[config.mk]
export PLATFORM = sky130hd
export DESIGN_NAME = mag_sched
export DESIGN_NICKNAME = d
export VERILOG_FILES = /design/src/rtl/mag_sched.sv
export SDC_FILE = /design/constraint.sdc
export NUM_CORES = 1
export LEC_CHECK = 0
export ABC_CLOCK_PERIOD_IN_PS = 6650
export BUFFER_PORTS_ARGS = -buffer_cell sky130_fd_sc_hd__buf_2
export CELL_PAD_IN_SITES_DETAIL_PLACEMENT = 2
export CELL_PAD_IN_SITES_GLOBAL_PLACEMENT = 2
export CORE_ASPECT_RATIO = 1.25
export CORE_MARGIN = 1.5
export CORE_UTILIZATION = 30
export CTS_CLUSTER_SIZE = 28
export DETAILED_ROUTE_END_ITERATION = 16
export GPL_ROUTABILITY_DRIVEN = 0
export PLACE_DENSITY = 0.87
export SYNTH_ARGS = -nofsm -noshare
export SYNTH_HDL_FRONTEND = slang
export SYNTH_SLANG_ARGS = --single-unit
[constraint.sdc]
create_clock -name clk -period 6.65 [get_ports clk]
set_input_delay 0.665 -clock clk [delete_from_list [all_inputs] [get_ports clk]]
set_output_delay 0.665 -clock clk [all_outputs]
set_load 0.01 [all_outputs]
[src/rtl/mag_sched.sv]
// mag_sched: round-robin arbiter feeding a shared 17-bit signed magnitude unit with ready/valid output
module mag_sched #(
   parameter int NUM_REQ = 4
) (
   input  logic                   clk,
   input  logic                   n_rst,
   input  logic [NUM_REQ-1:0]     req,
   input  logic [17*NUM_REQ-1:0]  req_data,
   output logic [NUM_REQ-1:0]     ack,
   output logic                   out_valid,
   input  logic                   out_ready,
   output logic [15:0]            out_data,
   output logic [2:0]             out_id,
   output logic                   out_sat,
   output logic                   busy
);
   typedef enum logic [1:0] {IDLE, CALC, HOLD} state_t;
   state_t state, state_nx;
   logic [2:0] ptr, id, win, off;
   logic [16:0] operand, sel;
   logic [2*NUM_REQ-1:0] dbl;
   logic [15:0] mag;
   logic sat;
   assign dbl = {req, req} >> ptr;
   always_comb begin
      off = '0;
      for (int j = NUM_REQ - 1; j >= 0; j--) if (dbl[j]) off = 3'(j);
      win = 3'((int'(ptr) + int'(off)) % NUM_REQ);
      sel = '0;
      for (int j = 0; j < NUM_REQ; j++) if (3'(j) == win) sel = req_data[17*j +: 17];
   end
   assign sat = operand == 17'h10000;
   assign mag = sat ? 16'hFFFF : operand[16] ? ~operand[15:0] + 16'd1 : operand[15:0];
   assign busy = state != IDLE;
   always_comb begin
      state_nx = state == IDLE ? (|req ? CALC : IDLE) :
                 state == CALC ? HOLD :
                 (out_ready ? IDLE : HOLD);
   end
   always_ff @(posedge clk) begin
      if (!n_rst) state <= IDLE;
      else state <= state_nx;
   end
   always_ff @(posedge clk) begin
      if (!n_rst) begin
         ptr       <= '0;
         id        <= '0;
         operand   <= '0;
         ack       <= '0;
         out_valid <= 1'b0;
         out_data  <= '0;
         out_id    <= '0;
         out_sat   <= 1'b0;
      end else begin
         ack <= '0;
         if (state == IDLE && |req) begin
            operand <= sel;
            id      <= win;
            ack     <= NUM_REQ'(1) << win;
         end
         if (state == CALC) begin
            out_data  <= mag;
            out_id    <= id;
            out_sat   <= sat;
            out_valid <= 1'b1;
         end
         if (state == HOLD && out_ready) begin
            out_valid <= 1'b0;
            ptr       <= id == 3'(NUM_REQ - 1) ? 3'd0 : id + 3'd1;
         end
      end
   end
endmodule

-- Yosys cells after proc, flatten, opt, wreduce, memory -nomap -nowiden
Cells that the tools add are included.
- register bits: 50
- add/sub/neg operators: 3
- equal/unequal tests: 7
- shift-type cells: 2
- mux-type cells: 15
- bitwise logic cells: 3
- reductions and logical operators: 9
- operators by type and width (cell ; count):
    two-way mux 17 bit ; 4
    two-way mux 16 bit ; 2
    == test 17 bit (second input constant) ; 1
    adder 16 x 1 -> 16 bit (second input constant) ; 1
    inverter 16 bit ; 1
    two-way mux 2 bit ; 7
    right shift 8 x 3 -> 4 bit ; 1
    == test 2 x 3 -> 1 bit (first input constant) ; 2
    OR reduction 2 bit ; 2
    OR reduction 4 bit ; 1
    left shift 1 x 3 -> 4 bit (first input constant) ; 1
    adder 3 x 1 -> 3 bit (second input constant) ; 1
    == test 1 x 3 -> 1 bit (first input constant) ; 1
    == test 3 x 2 -> 1 bit (second input constant) ; 1
    zero test 3 bit ; 1
    two-way mux 3 bit ; 1
    adder 2 bit ; 1
    == test 2 x 1 -> 1 bit (second input constant) ; 1
    == test 2 bit (second input constant) ; 1
    logical AND 1 bit ; 2
    zero test 2 bit ; 1
    AND reduction 2 bit ; 1
    nonzero test 2 bit ; 1
    bitwise AND 1 bit (first input constant) ; 1
    2 further kinds ; 2

-- Logic depth before layout (Yosys ltp)
Gate-level depths: netlist of the first run.
- depth in word-level cells: 13
- depth in mapped cells: 13

-- Worst setup path before layout of the first run
OpenSTA, ideal clock, no wires.
- path kind: input-to-reg
- from: in req[0]
- to: reg operand[8]
- arrival: 3168 ps
- setup slack: 3359 ps
- cell stages on the path: 11
- buffers on the path: 4
- cell sequence: clkbuf_1 > nor3_1 > a311oi_1 > o21ai_0 > ha_1 > buf_2 > buf_1 > buf_1 > mux2i_1 > o21ai_0 > a221o_2
- word-level cells in the longest chain between the ends: 13
- elaborated cells between the ends (all ways): 18
- those cells by class: add/sub (1); eq/ne (3); shift (1); mux (8); bitwise (1); reduce/logical (4)
- RTL lines (item ; line ; RTL):
    start: declaration ; 7 ; input logic [NUM_REQ-1:0] req,
    right shift 8 x 3 -> 4 bit (*) ; 24 ; assign dbl = {req, req} >> ptr;
    two-way mux 2 bit (3 in series) ; 27 ; for (int j = NUM_REQ - 1; j >= 0; j--) if (dbl[j]) off = 3'(j);
    two-way mux 2 bit (*) ; 27 ;
    adder 2 bit (*) ; 28 ; win = 3'((int'(ptr) + int'(off)) % NUM_REQ);
    via win[0] ; 19 ; logic [2:0] ptr, id, win, off;
    OR reduction 2 bit (no line) ; - ;
    bitwise AND 1 bit (no line) ; - ;
    zero test 3 bit ; 30 ; for (int j = 0; j < NUM_REQ; j++) if (3'(j) == win) sel = req_data[17*j +: 17];
    two-way mux 17 bit (3 in series) ; 30 ;
    two-way mux 17 bit (*) ; 30 ;
    end signal: assignment ; 57 ; operand <= sel;
    end: declaration ; 20 ; logic [16:0] operand, sel;
The timed path passes the listed nets; every way through them passes the cells marked *.
A chain may end at the register's enable or synchronous reset.

-- Worst setup path after layout of the first run
- from: reg ptr[0]
- to: reg operand[12]
- word-level cells in the longest chain between the ends: 13
- elaborated cells between the ends (all ways): 16
- those cells by class: add/sub (1); eq/ne (3); shift (1); mux (8); bitwise (1); reduce/logical (2)
- RTL lines (item ; line ; RTL):
    start: declaration ; 19 ;
    start signal: assignment ; 69 ; ptr <= id == 3'(NUM_REQ - 1) ? 3'd0 : id + 3'd1;
    right shift 8 x 3 -> 4 bit ; 24 ;
    two-way mux 2 bit (4 in series) ; 27 ;
    adder 2 bit (*) ; 28 ;
    via win[0] ; 19 ;
    OR reduction 2 bit (no line) ; - ;
    bitwise AND 1 bit (no line) ; - ;
    zero test 3 bit ; 30 ;
    two-way mux 17 bit (3 in series) ; 30 ;
    two-way mux 17 bit (*) ; 30 ;
Marks and branches as above.

==> results of run 1 <==
## worst min-delay path, cell delays in order, from the launching register on
cell and delay [ns]:
dfxtp_1 0.33, a21oi_1 0.06, nor2b_1 0.09
## stage by stage
step | hold slack, ns | total power, W | area, um2
after global placement | 0.490 | 0.000654 | 3380
after detailed placement | 0.511 | 0.000673 | 3380
after floorplan | 0.470 | 0.000573 | 2820
after global routing | 0.554 | 0.00104 | 3570
after CTS | 0.526 | 0.00100 | 3570
final | 0.520 | 0.000988 | 3570
## final cells by class
cell class | count | area (um2)
Sequential cell | 47 | 941
Fill cell | 1029 | 5560
Tap cell | 123 | 154
Clock buffer | 6 | 129
Clock inverter | 2 | 60.1
Timing Repair Buffer | 102 | 518
Inverter | 6 | 22.5
Multi-Input combinational cell | 251 | 1740
## sequential cells by signal, indices dropped and copies added, names as in the netlist
name,count
out_sat,1
out_valid,1
id,2
ack,4
out_id,2
out_data,16
operand,17
state,2
ptr,2
## layout by cell type, fill, tap and decap left out, types with 2 or more instances in the layout
master,Yosys,final
mux2_2,14,14
o41ai_1,2,2
nand2b_1,2,2
or2_2,2,2
or4_4,2,2
inv_1,6,6
and3_1,2,2
nor3_1,4,4
a211oi_1,14,14
nor2_1,27,27
or4_1,2,2
clkbuf_16,0,5
a221o_1,13,13
o31ai_1,5,5
xnor2_1,3,3
o21ai_0,39,39
o311ai_0,2,2
buf_4,1,3
nor2b_1,8,8
nand2_1,27,27
bufinv_16,0,2
o32ai_1,2,2
mux2i_1,25,25
nand3_1,4,4
a32o_1,2,2
dfxtp_1,47,47
xor2_1,14,14
ha_1,3,2
a21oi_1,21,21
buf_2,1,99
## routing by layer
| layer | up-vias | track usage | wire length [um] |
|---|---|---|---|
| met3 | 12 | 0.0230 | 298 |
| met4 | 0 | 0.0472 | 157 |
| met1 | 1368 | 0.230 | 3860 |
| met2 | 65 | 0.344 | 4780 |
| met5 | - | 0 | 0 |
| li1 | 1381 | - | - |
## logic make-up (layout without fill, tap and decap cells)
family,count (synthesis),count (layout),synth area share
flops,47,47,0.334
other cells,1,1,0.00133
buf+inv,33,116,0.0524
compound gates,106,106,0.253
mux,40,40,0.153
xor+xnor,17,17,0.0528
fa+ha+maj,3,3,0.0133
simple gates,84,84,0.141
## Yosys cell counts, types with 2 or more instances
master,count,area share
nor2_1,27,0.036
or4_1,2,0.0053
a211oi_1,14,0.037
clkbuf_1,19,0.025
or4_4,2,0.0080
a221o_1,13,0.046
o311ai_0,2,0.0062
o41ai_1,2,0.0062
a32o_1,2,0.0071
ha_1,3,0.013
nor3_1,4,0.0071
a21oi_1,21,0.037
xor2_1,14,0.044
mux2_2,14,0.056
or2_2,2,0.0044
inv_1,6,0.0080
buf_1,4,0.0053
o31ai_1,5,0.013
o21ai_0,39,0.069
and3_1,2,0.0044
nand2_1,27,0.036
o32ai_1,2,0.0062
mux2i_1,25,0.089
nor2b_1,8,0.018
xnor2_1,3,0.0093
nand3_1,4,0.0071
nand2b_1,2,0.0044
dfxtp_1,47,0.33
## path summary, 6_finish.rpt
| path | endpoint | slack, ns |
|---|---|---|
| hold / removal | out_valid | 0.52 |
| hold reg to reg | out_valid | 0.52 |
| setup / recovery | operand[12] | 3.40 |
| setup reg to reg | operand[12] | 3.40 |
## power breakdown
group          internal (W)  switching, W
clock network      0.000215      0.000100
logic              0.000139      0.000171
registers          0.000321     0.0000417
total              0.000675      0.000313
==> metrics.csv, run 1 <==
stage;metric;value;unit
grt;gr usage total;0.190;
worst_setup_path;CP Data Required Time;6.82;ns
synthesis;mapped cell area;2820;um2
layout;final net count;491;
routing;routed len/inst;16.9;um
routing;first-pass detailed-route iteration total;4;
cts;total CTS buffers;5;
grt;first-pass GRT wire length;15.2;mm
placement;Cells after DPL;529;
sta;fin crit share;0.489;
routing;DRT iter0 DRCs;91;
cts;CTS clk-pin slew, worst paths;0.06;ns
routing;Final ANT Viol Nets;0;
grt;vias in the first global route;3095;
cts;hold buffers post-CTS;0;
worst_setup_path;path length in cells of the critical path;8;
placement;Place WS;3.19;ns
cts;CTS tree;built;
floorplan;DIE AREA;9990;um2
worst_hold_path;hold crit path type;reg -> reg;
worst_setup_path;CP endpoint kind;register;
synthesis;synthesized instance count;331;
layout;# diodes;0;
worst_setup_path;Bufs and invs on worst path;0;
layout;Util after Layout;0.391;
floorplan;IO Pins;101;
worst_setup_path;Worst Reg2Reg Path Length in Cells;8;
pwr;Pleak;1.58;nW
cts;Max Root-Sink Buffers;2;
synthesis;Cell variety after synth;44;
worst_setup_path;Critical R2R Launch;ptr[0];
cts;post-CTS sizing;0;
sta;setup TNS;0;ns
synthesis;syn_area_per_cell;8.51;um2
worst_setup_path;slowest CP cell;ha_2;
worst_setup_path;critical path class;reg -> reg;
layout;final cell count without fillers;537;
placement;post-detail-place hpwl;6.74;mm
synthesis;top_reg_cell synth;dfxtp_1;
pwr;Max IR drop VDD;0.146;mV
cts;post-CTS setup buffers;0;
cts;Clk Latency, worst-skew pair;0.28;ns
sta;PnR worst setup slack;3.40;ns
floorplan;core area;9130;um2
status;status;completed;
grt;largest net degree at the start of global routing;64;
routing;routed vias/inst;5.26;
worst_setup_path;CP cell instances;nor3_1 > a311oi_1 > o21ai_0 > ha_2 > mux2_2 > nor2_1 > a211oi_1 > a221o_1;
synthesis;number of synthesized flops with an enable pin;0;
sta;fin crit period;3.25;ns
routing;total routed wirelength;9.09;mm
synthesis;Yosys reg bits;47;
floorplan;Die H;111;um
sta;Slew Viols, Final;0;
pwr;PD cells;277;nW/um2
sta;Setup-failing EPs final;0;
sta;Fin. Hold Viols;0;
worst_setup_path;worst path arrival time;3.42;ns
worst_setup_path;CP top delay family;adder cells;
synthesis;sequential element share of the synthesized area;0.334;
worst_setup_path;Critical Path Fanout Max;44;
sta;RSZ-0062 raised after global routing;no;
grt;GRT Residual Overflow;0;
synthesis;syn_nets;409;
sta;Slew headroom;0.312;
floorplan;Initial Util;0.309;
flow_run;max_cap viols;0;
worst_hold_path;Worst Hold Launch;out_valid;
cts;CTS sink count;47;
sta;worst slew pin tran;1.03;ns
placement;PortBufs;99;
layout;layout cells sized above 1;0.319;
sta;skew final;0.00571;ns
worst_setup_path;crit path launch;ptr[0];
routing;via count;2826;
sta;maximum clock rate;308;MHz
cts;clk root buf;clkbuf_16;
worst_setup_path;crit-path max cell delay;1.04;ns
floorplan;Die X;89.7;um
cts;depth of the CTS H-tree;2;
routing;DRC violations left;0;
worst_setup_path;Startpoint Class;register;
synthesis;Yosys Warn Count;0;
grt;antenna violations before repair;0;
synthesis;ys async rst share;0;
worst_hold_path;hold-critical path depth;2;
layout;Area Growth Syn to Fin;26.6;%
floorplan;number of placement rows;39;
(Power assumes the default switching activity.)
==> run 2: changes to the inputs <==
- ABC_CLOCK_PERIOD_IN_PS: 6650 -> 2700
- CORE_UTILIZATION: 30 -> 25
- PLACE_DENSITY: 0.87 -> 0.78
- clock period: 6.65 -> 2.7 ns (I/O delays scaled with it)
==> run 2 against run 1 <==
Critical path depth stayed put. Register-to-register slack worse by 3.3 ns. Final area is 1.9% higher. Via count is 0.81% lower. Clock skew is 0.0021 ns lower. Routed wire length is 0.96% lower. Worst setup slack worse by 3.3 ns. Critical endpoint is now operand[8]. Flip-flop and latch count stayed put.
==> metrics.csv, run 2 (synthesized netlist as in run 1, its figures left out) <==
stage;metric;value;unit
placement;DP Area;3460;um2
grt;GRT Residual Overflow;0;
floorplan;Initial Util;0.255;
layout;# diodes;0;
placement;Cells after DPL;546;
worst_setup_path;Critical Path Fanout Max;39;
pwr;Pleak;1.61;nW
grt;gr usage total;0.152;
layout;final cell count without fillers;554;
grt;vias in the first global route;3024;
sta;skew final;0.00362;ns
cts;depth of the CTS H-tree;2;
routing;routed vias/inst;5.06;
sta;Slew Viols, Final;0;
floorplan;Die H;122;um
placement;PortBufs;99;
routing;via count;2803;
cts;total CTS buffers;5;
layout;commonest non-fill, non-tap cell in the layout;buf_2;
grt;antenna violations before repair;0;
worst_setup_path;Startpoint Class;register;
cts;CTS tree;built;
grt;first-pass GRT wire length;14.9;mm
routing;DRC violations left;0;
floorplan;core area;11000;um2
sta;maximum clock rate;389;MHz
worst_setup_path;internal reg-to-reg setup slack;0.13;ns
grt;largest net degree at the start of global routing;63;
sta;setup TNS;0;ns
layout;layout cells sized above 1;0.334;
placement;post-detail-place hpwl;6.86;mm
sta;fin crit period;2.57;ns
floorplan;Die X;98.0;um
routing;Final ANT Viol Nets;0;
routing;first-pass detailed-route iteration total;4;
pwr;Max IR drop VDD;0.231;mV
cts;clk root buf;clkbuf_16;
layout;Largest regs;operand (17), out_data (16), ack (4);
layout;post-layout instance area;3630;um2
floorplan;IO Pins;101;
layout;Largest register FFs;17;
worst_setup_path;worst path arrival time;2.75;ns
cts;Clk Latency, worst-skew pair;0.29;ns
sta;Fin. Hold Viols;0;
sta;Hold Slack;0.313;ns
routing;DRT iter0 DRCs;59;
layout;Util after Layout;0.329;
sta;fin crit share;0.953;
cts;CTS clk-pin slew, worst paths;0.06;ns
sta;RSZ-0062 raised after global routing;no;
routing;routed len/inst;16.3;um
layout;final net count;496;
flow_run;max_cap viols;0;
sta;Setup-failing EPs final;0;
worst_setup_path;critical path class;reg -> reg;
cts;Max Root-Sink Buffers;2;
cts;CTS sink count;47;
status;status;completed;
worst_setup_path;CP Data Required Time;2.87;ns
layout;most frequent cells in the layout;99 x buf_2, 46 x dfxtp_1, 38 x o21ai_0;
sta;Slew headroom;0.163;
routing;total routed wirelength;9.01;mm
floorplan;DIE AREA;11900;um2
floorplan;number of placement rows;43;
worst_setup_path;CP endpoint kind;register;
cts;post-CTS setup buffers;0;
sta;worst slew pin tran;1.25;ns
layout;Largest Register;operand;
layout;Area Growth Syn to Fin;29.0;%
pwr;PD cells;658;nW/um2
worst_hold_path;hold crit path type;in -> reg;
run 2: cell count changes in the layout (fill, tap and decap cells not counted), sizes merged:
cell | previous run | this run
clkinv | 0 | 1
bufinv | 2 | 1
buf | 102 | 107
run 2: per-layer routing:
layer  vias up  wire length, um  track usage
met1      1348             3940        0.194
met2        60             4650        0.267
li1       1386                -            -
met4         0              137       0.0429
met5         -                0            0
met3         9              278       0.0184
run 2: what timing repair did:
action	CTS	global route
setup endpoints to repair	0	16
hold buffers	0	0
gates resized for setup	0	3
run 2: worst paths after layout:
path | start | end | cells past startpoint
hold reg to reg | out_id[0] | out_id[0] | 2
setup / recovery | ptr[1] | operand[8] | 8
hold / removal | out_ready | state[1] | 3
setup reg to reg | ptr[1] | operand[8] | 8
run 2: cell type report:
class                           instances  area [um2]
Clock buffer                            6         139
Tap cell                              135         169
Sequential cell                        47         942
Inverter                                6        22.5
Timing Repair Buffer                  107         581
Fill cell                            1261        7400
Multi-Input combinational cell        251        1750
Clock inverter                          2        35.0
run 2: worst max-delay path, cell delays in order, from the launching register on:
cell and delay (ns):
dfxtp_1 0.58, o311a_1 0.25, o21ai_0 0.11, ha_2 0.38
buf_12 0.23, mux2_2 0.38, nand2_1 0.07, o21ai_0 0.08
a221o_2 0.36
run 2: where the power goes:
| group | total [W] | switching (W) | internal [W] |
|---|---|---|---|
| clock network | 0.000721 | 0.000260 | 0.000460 |
| logic | 0.000793 | 0.000431 | 0.000362 |
| registers | 0.000878 | 0.0000880 | 0.000790 |
| total | 0.00239 | 0.000779 | 0.00161 |
run 2: per-stage QoR:
stage	power (W)	setup slack (ns)
after floorplan	0.00141	-0.0000735
after global placement	0.00164	0.186
after detailed placement	0.00169	0.0879
after CTS	0.00242	0.0449
after global routing	0.00255	0.00542
final	0.00239	0.126
==> run 3: changes to the inputs <==
- CORE_MARGIN: 1.5 -> 2
==> run 3 against run 2 <==
Total power fell by 2.7%. Flip-flop and latch count did not move. Register-to-register slack improved by 0.06 ns. Sequential power barely moved. Worst setup slack improved by 0.057 ns. Highest routed layer unchanged.
==> metrics.csv, run 3 (synthesized netlist as in run 1, its figures left out) <==
stage;metric;value;unit
layout;Largest Register;operand;
layout;Largest regs;operand (17), out_data (16), ack (4);
layout;layout cells sized above 1;0.344;
pwr;Comb pwr share;0.361;
status;status;completed;
sta;Slew headroom;0.313;
cts;clk root buf;clkbuf_16;
worst_setup_path;slowest CP cell;dfxtp_1;
cts;CTS tree;built;
cts;Clk Latency, worst-skew pair;0.29;ns
placement;Place WS;0.107;ns
routing;DRT iter0 DRCs;71;
worst_setup_path;crit-path max cell delay;0.57;ns
routing;via count;2864;
routing;DRC violations left;0;
sta;fin crit period;2.52;ns
grt;first-pass GRT wire length;15.0;mm
worst_hold_path;hold path endpoint;state[1];
floorplan;Initial Util;0.255;
routing;total routed wirelength;9.51;mm
cts;depth of the CTS H-tree;2;
worst_setup_path;CP top delay family;compound AO/OA/AOI/OAI gates;
flow_run;max_cap viols;0;
cts;Max Root-Sink Buffers;2;
pwr;total power draw;0.00233;W
pwr;P_int;0.00152;W
pwr;P_sw;0.000804;W
sta;fin crit share;0.932;
sta;setup TNS;0;ns
pwr;Max IR drop VDD;0.229;mV
layout;most frequent cells in the layout;99 x buf_2, 46 x dfxtp_1, 38 x o21ai_0;
grt;largest net degree at the start of global routing;63;
sta;PnR worst setup slack;0.184;ns
pwr;Pleak;1.63;nW
layout;commonest non-fill, non-tap cell in the layout;buf_2;
worst_setup_path;Bufs and invs on worst path;1;
placement;PortBufs;99;
layout;# diodes;0;
worst_setup_path;CP cell instances;o311a_1 > o21ai_0 > ha_2 > buf_12 > mux2_2 > nand2_1 > o21ai_0 > a221o_2;
layout;Largest register FFs;17;
cts;CTS clk-pin slew, worst paths;0.06;ns
grt;gr usage total;0.152;
layout;final net count;502;
sta;Fin. Hold Viols;0;
layout;post-layout instance area;3670;um2
worst_setup_path;CP Data Required Time;2.88;ns
worst_setup_path;CP endpoint kind;register;
routing;routed vias/inst;5.11;
worst_setup_path;critical path class;reg -> reg;
worst_setup_path;worst path arrival time;2.69;ns
layout;area taken by multi-input logic gates;1750;um2
grt;vias in the first global route;3030;
worst_setup_path;Critical R2R Launch;ptr[1];
sta;maximum clock rate;397;MHz
worst_setup_path;Critical Path Fanout Max;17;
worst_setup_path;CP dominant cell by count;o21ai_0;
pwr;sequential share of power;0.378;
worst_setup_path;Worst Reg2Reg Path Length in Cells;8;
floorplan;DIE AREA;12100;um2
routing;Final ANT Viol Nets;0;
floorplan;core area;11000;um2
pwr;Clock power frac;0.261;
grt;antenna violations before repair;0;
sta;worst slew pin tran;1.03;ns
routing;routed len/inst;17.0;um
pwr;switching share of power;0.346;
floorplan;Die H;123;um
sta;Slew Viols, Final;0;
sta;skew final;0.00340;ns
worst_setup_path;Startpoint Class;register;
floorplan;Die X;99.0;um
pwr;PD cells;634;nW/um2
worst_setup_path;r2r endpoint;operand[8];
routing;first-pass detailed-route iteration total;4;
worst_hold_path;hold crit path type;in -> reg;
worst_setup_path;internal reg-to-reg setup slack;0.18;ns
sta;Setup-failing EPs final;0;
grt;GRT Residual Overflow;0;
layout;# fillers;1258;
floorplan;IO Pins;101;
cts;CTS sink count;47;
worst_hold_path;Worst Hold Launch;out_ready;
placement;DP Area;3490;um2
layout;register area;942;um2
floorplan;number of placement rows;43;
placement;post-detail-place hpwl;7.22;mm
cts;total CTS buffers;5;
worst_hold_path;hold-critical path depth;3;
layout;Area Growth Syn to Fin;30.3;%
[run 3: how the worst max path moves through the flow]
stage,from,end,slack [ns],cells after the start
after floorplan,ptr[0],operand[8],-0.00007,11
after global placement,ptr[0],operand[8],0.19,8
after detailed placement,ptr[0],operand[8],0.11,9
after CTS,ptr[0],operand[8],0.09,9
after global routing,ptr[0],operand[8],-0.01,8
final,ptr[1],operand[8],0.18,8
[run 3: power by group through the flow]
| stage | logic, W | registers (W) | clock network, W |
|---|---|---|---|
| floorplan | 0.000528 | 0.000886 | 0 |
| global placement | 0.000772 | 0.000886 | 0 |
| detailed placement | 0.000815 | 0.000894 | 0 |
| CTS | 0.000825 | 0.000880 | 0.000625 |
| global route | 0.000934 | 0.000893 | 0.000650 |
| finish | 0.000840 | 0.000878 | 0.000607 |
[run 3: per-stage QoR]
stage	instances	hold slack [ns]	utilization
floorplan	331	0.398	-
global placement	550	0.493	0.316
detailed placement	550	0.516	0.316
CTS	558	0.320	0.329
global route	560	0.345	0.333
finish	560	0.320	0.333
[run 3: area by class of cell]
class,count,share of cell area
flip-flops and latches,47,0.257
well taps,135,0.0460
clock inverters,2,0.00341
clock buffers,6,0.0351
inverters,6,0.00613
multi-input cells,251,0.478
repair buffers,113,0.175
[run 3: metal layers]
metal	GRT usage	share of wire	vias to the layer above
met5	0	0	-
met4	0.0411	0.012	0
met1	0.183	0.43	1399
met2	0.284	0.53	60
met3	0.0188	0.028	7
li1	-	-	1398
[run 3: what timing repair did]
action | CTS | global route
hold buffers | 0 | 0
setup buffers | 0 | 1
endpoints found under the setup margin | 0 | 16
gates resized for setup | 0 | 4
[run 3: worst register-to-register path, stage by stage (launching register included)]
cell     delay [ns]
dfxtp_1        0.57
o311a_1        0.23
o21ai_0        0.10
ha_2           0.44
buf_12         0.19
mux2_2         0.37
nand2_1        0.06
o21ai_0        0.08
a221o_2        0.37
